$ cat src/rtl/idiv_arbiter_pkg.sv
// Shared definitions for the divider sharing controller: FSM encoding, op bits, slice helper.
// Latency: n/a. Backpressure: n/a.
package idiv_arbiter_pkg;

    typedef enum logic [2:0] {
        ST_IDLE,
        ST_CHECK,
        ST_ISSUE,
        ST_WAIT,
        ST_RESP
    } state_t;

    localparam int OP_SIGNED = 0;
    localparam int OP_REM    = 1;
    localparam int OP_W      = 2;

    // Low bit of requester idx's slice in a flattened per-requester vector.
    function automatic int slice_lo(input int idx, input int width);
        return idx * width;
    endfunction

endpackage

$ cat src/rtl/idiv_arbiter_if.sv
// Requester and divider signal bundle; slave is the arbiter side, master the environment side.
// Latency: n/a. Backpressure: req_valid held until req_ready.
interface idiv_arbiter_if #(
    parameter int DATA_WIDTH = 32,
    parameter int NUM_REQ    = 2
);
    logic [NUM_REQ-1:0]            req_valid;
    logic [NUM_REQ-1:0]            req_ready;
    logic [NUM_REQ*DATA_WIDTH-1:0] req_a;
    logic [NUM_REQ*DATA_WIDTH-1:0] req_b;
    logic [NUM_REQ*2-1:0]          req_op;
    logic [NUM_REQ-1:0]            resp_valid;
    logic [DATA_WIDTH-1:0]         resp_data;
    logic                          div_start;
    logic [DATA_WIDTH-1:0]         div_a;
    logic [DATA_WIDTH-1:0]         div_b;
    logic                          div_signed;
    logic [DATA_WIDTH-1:0]         div_quotient;
    logic [DATA_WIDTH-1:0]         div_remainder;
    logic                          div_done;

    modport slave (
        input  req_valid, req_a, req_b, req_op, div_quotient, div_remainder, div_done,
        output req_ready, resp_valid, resp_data, div_start, div_a, div_b, div_signed
    );

    modport master (
        output req_valid, req_a, req_b, req_op, div_quotient, div_remainder, div_done,
        input  req_ready, resp_valid, resp_data, div_start, div_a, div_b, div_signed
    );
endinterface

$ cat src/rtl/idiv_rr_picker.sv
// Round-robin one-hot picker: first valid requester at or above ptr, with wrap.
// Latency: combinational. Backpressure: none.
module idiv_rr_picker #(
    parameter int NUM_REQ = 2,
    parameter int RR_W    = 1
) (
    input  logic [NUM_REQ-1:0] valid,
    input  logic [RR_W-1:0]    ptr,
    output logic [NUM_REQ-1:0] grant,
    output logic [RR_W-1:0]    idx,
    output logic               any
);
    always_comb begin
        grant = '0;
        idx   = '0;
        any   = 1'b0;
        for (int i = 0; i < NUM_REQ; i++) begin
            if (!any && valid[(int'(ptr) + i) % NUM_REQ]) begin
                grant[(int'(ptr) + i) % NUM_REQ] = 1'b1;
                idx = RR_W'((int'(ptr) + i) % NUM_REQ);
                any = 1'b1;
            end
        end
    end
endmodule

$ cat src/rtl/idiv_arbiter.sv
// Shares one multicycle divider among NUM_REQ requesters with a one-entry DIV/MOD result cache.
// Latency: hit resp 2 cycles after handshake, miss resp 1 cycle after div_done. Backpressure: one transaction in flight; req_ready only in IDLE.
module idiv_arbiter
    import idiv_arbiter_pkg::*;
#(
    parameter int DATA_WIDTH = 32,
    parameter int NUM_REQ    = 2
) (
    input  logic          clk,
    input  logic          reset_n,
    idiv_arbiter_if.slave bus,
    input  logic          cache_flush,
    output logic          busy
);
    localparam int RR_W = (NUM_REQ > 1) ? $clog2(NUM_REQ) : 1;

    state_t                state, state_nxt;
    logic [RR_W-1:0]       rr_ptr, rr_nxt, owner, pick_idx;
    logic [NUM_REQ-1:0]    pick_grant;
    logic                  pick_any;
    logic [DATA_WIDTH-1:0] lat_a, lat_b, key_a, key_b, cache_q, cache_r, result;
    logic [DATA_WIDTH-1:0] div_a_q, div_b_q;
    logic [OP_W-1:0]       lat_op;
    logic                  key_signed, cache_valid, div_signed_q, hit;

    idiv_rr_picker #(.NUM_REQ(NUM_REQ), .RR_W(RR_W)) u_picker (
        .valid (bus.req_valid),
        .ptr   (rr_ptr),
        .grant (pick_grant),
        .idx   (pick_idx),
        .any   (pick_any)
    );

    assign rr_nxt = (pick_idx == RR_W'(NUM_REQ - 1)) ? '0 : pick_idx + 1'b1;
    assign hit    = cache_valid && !cache_flush && (key_a == lat_a) && (key_b == lat_b)
                    && (key_signed == lat_op[OP_SIGNED]);

    always_ff @(posedge clk or negedge reset_n) begin
        if (!reset_n) state <= ST_IDLE;
        else          state <= state_nxt;
    end

    always_comb begin
        state_nxt = state;
        case (state)
            ST_IDLE:  if (pick_any) state_nxt = ST_CHECK;
            ST_CHECK: state_nxt = hit ? ST_RESP : ST_ISSUE;
            ST_ISSUE: state_nxt = ST_WAIT;
            ST_WAIT:  if (bus.div_done) state_nxt = ST_RESP;
            ST_RESP:  state_nxt = ST_IDLE;
            default:  state_nxt = ST_IDLE;
        endcase
    end

    assign bus.req_ready  = (state == ST_IDLE) ? pick_grant : '0;
    assign bus.resp_valid = (state == ST_RESP) ? (NUM_REQ'(1) << owner) : '0;
    assign bus.resp_data  = (state == ST_RESP) ? result : '0;
    assign bus.div_start  = (state == ST_ISSUE);
    assign bus.div_a      = div_a_q;
    assign bus.div_b      = div_b_q;
    assign bus.div_signed = div_signed_q;
    assign busy           = (state != ST_IDLE);

    always_ff @(posedge clk or negedge reset_n) begin
        if (!reset_n) begin
            rr_ptr       <= '0;
            owner        <= '0;
            lat_a        <= '0;
            lat_b        <= '0;
            lat_op       <= '0;
            div_a_q      <= '0;
            div_b_q      <= '0;
            div_signed_q <= 1'b0;
            result       <= '0;
            cache_valid  <= 1'b0;
            key_a        <= '0;
            key_b        <= '0;
            key_signed   <= 1'b0;
            cache_q      <= '0;
            cache_r      <= '0;
        end else begin
            if (state == ST_IDLE && pick_any) begin
                lat_a  <= bus.req_a[slice_lo(int'(pick_idx), DATA_WIDTH) +: DATA_WIDTH];
                lat_b  <= bus.req_b[slice_lo(int'(pick_idx), DATA_WIDTH) +: DATA_WIDTH];
                lat_op <= bus.req_op[slice_lo(int'(pick_idx), OP_W) +: OP_W];
                owner  <= pick_idx;
                rr_ptr <= rr_nxt;
            end
            if (state == ST_CHECK) begin
                if (hit) begin
                    result <= lat_op[OP_REM] ? cache_r : cache_q;
                end else begin
                    div_a_q      <= lat_a;
                    div_b_q      <= lat_b;
                    div_signed_q <= lat_op[OP_SIGNED];
                end
            end
            if (state == ST_WAIT && bus.div_done) begin
                cache_q    <= bus.div_quotient;
                cache_r    <= bus.div_remainder;
                key_a      <= lat_a;
                key_b      <= lat_b;
                key_signed <= lat_op[OP_SIGNED];
                result     <= lat_op[OP_REM] ? bus.div_remainder : bus.div_quotient;
            end
            // A flush coinciding with a capture leaves the cache empty; the response still goes out.
            if (cache_flush)                            cache_valid <= 1'b0;
            else if (state == ST_WAIT && bus.div_done)  cache_valid <= 1'b1;
        end
    end
endmodule

$ cat src/flat_wrapper.sv
// flat-port wrapper written by rule: the top's interface ports become plain ports
module idiv_arbiter_flat import idiv_arbiter_pkg::*;
#(
    parameter int DATA_WIDTH = 32,
    parameter int NUM_REQ    = 2
)
  (clk, reset_n, cache_flush, busy, bus_req_valid, bus_req_a, bus_req_b, bus_req_op, bus_div_quotient, bus_div_remainder, bus_div_done, bus_req_ready, bus_resp_valid, bus_resp_data, bus_div_start, bus_div_a, bus_div_b, bus_div_signed);
  idiv_arbiter_if #(.DATA_WIDTH(DATA_WIDTH), .NUM_REQ(NUM_REQ)) bus_i ();
  input  logic clk;
  input  logic reset_n;
  input  logic cache_flush;
  output logic busy;
  input wire logic [$bits(bus_i.req_valid)-1:0] bus_req_valid;
  input wire logic [$bits(bus_i.req_a)-1:0] bus_req_a;
  input wire logic [$bits(bus_i.req_b)-1:0] bus_req_b;
  input wire logic [$bits(bus_i.req_op)-1:0] bus_req_op;
  input wire logic [$bits(bus_i.div_quotient)-1:0] bus_div_quotient;
  input wire logic [$bits(bus_i.div_remainder)-1:0] bus_div_remainder;
  input wire logic [$bits(bus_i.div_done)-1:0] bus_div_done;
  output wire logic [$bits(bus_i.req_ready)-1:0] bus_req_ready;
  output wire logic [$bits(bus_i.resp_valid)-1:0] bus_resp_valid;
  output wire logic [$bits(bus_i.resp_data)-1:0] bus_resp_data;
  output wire logic [$bits(bus_i.div_start)-1:0] bus_div_start;
  output wire logic [$bits(bus_i.div_a)-1:0] bus_div_a;
  output wire logic [$bits(bus_i.div_b)-1:0] bus_div_b;
  output wire logic [$bits(bus_i.div_signed)-1:0] bus_div_signed;
  assign bus_i.req_valid = bus_req_valid;
  assign bus_i.req_a = bus_req_a;
  assign bus_i.req_b = bus_req_b;
  assign bus_i.req_op = bus_req_op;
  assign bus_i.div_quotient = bus_div_quotient;
  assign bus_i.div_remainder = bus_div_remainder;
  assign bus_i.div_done = bus_div_done;
  assign bus_req_ready = bus_i.req_ready;
  assign bus_resp_valid = bus_i.resp_valid;
  assign bus_resp_data = bus_i.resp_data;
  assign bus_div_start = bus_i.div_start;
  assign bus_div_a = bus_i.div_a;
  assign bus_div_b = bus_i.div_b;
  assign bus_div_signed = bus_i.div_signed;
  idiv_arbiter #(.DATA_WIDTH(DATA_WIDTH), .NUM_REQ(NUM_REQ)) u_core (.clk(clk), .reset_n(reset_n), .bus(bus_i), .cache_flush(cache_flush), .busy(busy));
endmodule
$ cat config.mk
export PLATFORM = sky130hd
export DESIGN_NAME = idiv_arbiter_flat
export DESIGN_NICKNAME = d
export VERILOG_FILES = /design/src/rtl/idiv_arbiter_pkg.sv /design/src/rtl/idiv_arbiter_if.sv /design/src/rtl/idiv_rr_picker.sv /design/src/rtl/idiv_arbiter.sv /design/src/flat_wrapper.sv
export SDC_FILE = /design/constraint.sdc
export NUM_CORES = 1
export LEC_CHECK = 0
export CORE_ASPECT_RATIO = 2
export CORE_MARGIN = 2
export CORE_UTILIZATION = 55
export CTS_CLUSTER_DIAMETER = 200
export DETAILED_ROUTE_END_ITERATION = 8
export HOLD_SLACK_MARGIN = 0.12
export PLACE_DENSITY_LB_ADDON = 0.2
export SLEW_MARGIN = 40
export SYNTH_ARGS = -nofsm -noshare
export SYNTH_HDL_FRONTEND = slang
export SYNTH_SLANG_ARGS = --single-unit
$ cat constraint.sdc
create_clock -name clk -period 5.3 [get_ports clk]
set_input_delay 1.325 -clock clk [delete_from_list [all_inputs] [get_ports clk]]
set_output_delay 1.325 -clock clk [all_outputs]
set_load 0.05 [all_outputs]
==> results.yml <==
status:
  status: "finished, final reports clean"
drt:
  drt-wirelength-per-cell_um: 20.7
  wl_mm: 32.7
  drc: 0
  firstDrtPassIters: 8
  antenna_left: 0
  dr_total_vias: 8948
  routed_via_density: 5.66
  drt_iter0_drc: 627
logic_synthesis:
  syn_avg_cell_area_um2: 13.8
  yosysTopAreaCellShare_pct: 55.1
  ys_async_sr_fraction_pct: 100
  ys_ff_latch: 298
  netlist_top_cells_count: "dfrtp_1, mux2_2, inv_1"
  synth_cells: 982
  synth.distinct_cells: 42
  yosys.area.top_type: "dfrtp_1"
  synth-edff-count: 0
  synthTopCellsByArea: "dfrtp_1, mux2_2, mux2_4"
  netlist_area_mm2: 0.0135
  synth-seq-area-share_pct: 55.1
  synth_nets: 1184
  synth_ff_type: "dfrtp_1"
  yosysWarnings: 0
  yosysMostFrequentCell: "dfrtp_1"
job:
  maxCapViolCount: 0
cts:
  htreeDepth: 1
  cts.clk_slew.worst_paths_ps: 70
  post_cts_resized: 0
  postCtsSetupBuffers: 0
  root_buffer: "clkbuf_16"
  clock_latency_ps: 530
  clock_sinks: 298
  cts_tree: "done"
  cts_buffers: 26
  ctsHoldBuffers: 0
  clk_path_buf_depth: 3
power_and_ir_drop:
  pwr_density_cell_mw_per_mm2: 645
  irDropWorstVdd_mv: 0.441
  leakage_nw: 8.07
place:
  hpwl_mm: 22.9
  port_buffers: 304
  pre_cts_slack_ps: 986
  globalplace.congestion: 0.896
timing:
  fin_crit_sh_pct: 81.5
  max_freq_mhz: 232
  post-route-min-period_ps: 4320
  rsz0062_at_grt: "false"
  worst_hold_slack_ps: 492
  tightest_slew_ps: 840
  setup_slack_ps: 982
  totalNegativeSetupSlack_ps: 0
  setup_violations: 0
  slew_headroom_pct: 44.0
  drv_slew: 0
  hold_viol: 0
  skew_ps: 11.7
setup_path:
  end_kind: "primary output"
  critPathSlowestCell: "clkdlybuf4s50_1"
  worst-path-buf-inv: 3
  path_class: "primary input to primary output"
  required_ps: 3970
  cp.arrival_ps: 2990
  cp_top_family: "buffers and inverters"
  crit_top_cell: "clkdlybuf4s50_1"
  cp_cell_sequence: "clkdlybuf4s50_1, inv_1, a211oi_4, clkdlybuf4s50_1"
  start_kind: "primary input"
  cp_max_fo: 3
  cpPeakStageDelay_ps: 830
global_route:
  grt_pass1_wl_mm: 51.7
  overflow: 0
  grt_max_degree: 76
  antenna_found_initial: 0
  grt_pass1_vias: 9672
  track_usage_pct: 25.5
die:
  fp.dieH_um: 226
  core_area_mm2: 0.0243
  rows: 81
  die-area_mm2: 0.0259
  ioPinCount: 305
  start_util_pct: 55.6
  fp.dieW_um: 115
layout:
  drive_above_1_share_pct: 25.3
  nets: 1476
  diodes: 0
  areaGrowthSynthToFinish_pct: 31.0
hold_path:
  hp-class: "flop to flop"
## power breakdown
part           switching (mW)  internal [mW]
Sequential              0.807           3.38
Combinational            2.59           2.57
Clock                   0.820           1.26
## per-stage QoR
step / cells / area, µm² / power [mW] / utilization (%)
final: 1580 / 17700 / 11.4 / 72.9
after detailed placement: 1536 / 16800 / 9.39 / 69.0
after floorplan: 982 / 13500 / 7.89 / -
after global placement: 1534 / 16700 / 9.21 / 68.8
after CTS: 1580 / 17700 / 11.5 / 72.9
after global routing: 1580 / 17700 / 12.1 / 72.9
## cells by family after synthesis
family / share of synthesized area, %
flip-flops: 55.1
multiplexers: 24.3
AND/OR/NAND/NOR: 6.27
buffers and inverters: 4.95
AO/OA/AOI/OAI: 6.83
XOR/XNOR: 2.52
## registers in the layout, indices dropped and copies added (netlist names)
signal                 flops
u_core.bus.div_signed      1
u_core.cache_q            32
u_core.cache_r            32
u_core.key_a              32
u_core.bus.div_b          32
u_core.result             32
u_core.lat_b              32
u_core.lat_a              32
u_core.rr_ptr              1
u_core.state               3
u_core.key_signed          1
u_core.key_b              32
u_core.owner               1
u_core.lat_op              2
u_core.cache_valid         1
u_core.bus.div_a          32
## per-layer routing
| metal | GRT usage (%) | wire length, µm | up-vias |
|---|---|---|---|
| met2 | 46.3 | 17700 | 264 |
| met5 | 0 | 0 | - |
| met4 | 9.06 | 1130 | 0 |
| met3 | 2.79 | 1320 | 62 |
| met1 | 30.9 | 12600 | 4521 |
| li1 | - | - | 4101 |
## worst reg2reg max path, cell delays in order, from the launching register on
cell      delay, ps
dfrtp_1         450
nand2b_1        120
o221ai_1        140
nor4_2          640
nand4_4         250
o21bai_4        200
buf_4           590
mux2_2          430
## path summary, 6_finish.rpt
kind | from | to | slack (ps) | cells after the start
setup reg to reg | u_core.lat_a[12] | u_core.bus.div_b[31] | 2350 | 7
min in group asynchronous | reset_n | u_core.cache_q[24] | 700 | 1
hold / removal | u_core.cache_q[30] | u_core.cache_q[30] | 490 | 1
setup / recovery | bus_req_valid[0] | bus_req_ready[0] | 980 | 4
max in group asynchronous | reset_n | u_core.result[11] | 3310 | 3
hold reg to reg | u_core.cache_q[30] | u_core.cache_q[30] | 490 | 1
## area by class of cell
class | instances | area [µm²]
clock inverter | 9 | 199
clock buffer | 35 | 736
tap | 290 | 363
multi-input combinational | 549 | 5440
sequential | 298 | 7460
inverter | 78 | 293
timing repair buffer | 321 | 3230
fill | 1663 | 6600
## cell usage in the layout (no fill, tap or decap), types with 2 or more instances in the layout
master           synthesis  layout
clkdlybuf4s50_1          0     302
dfrtp_1                298     297
mux2_2                 181     181
inv_1                   78      78
mux2_4                  74      74
a222oi_1                65      65
nand2b_1                41      41
xnor2_1                 39      39
and2_1                  33      33
clkbuf_16                0      27
nand4_1                 23      23
nand2_1                 20      20
o21ai_0                 19      19
mux2i_1                 14      14
buf_4                    1      14
bufinv_16                0       6
clkbuf_1                27       5
nor2b_1                  4       4
o2111ai_1                4       4
nor3_1                   3       3
nor4_1                   3       3
a21oi_1                  3       3
clkbuf_8                 0       3
buf_12                   5       3
o221ai_1                 2       2
nor4_2                   2       2
nand3_1                  2       2
o21bai_4                 1       2
a21o_1                   2       2
clkinv_2                 0       2
Power figures use the tool's default switching activity.
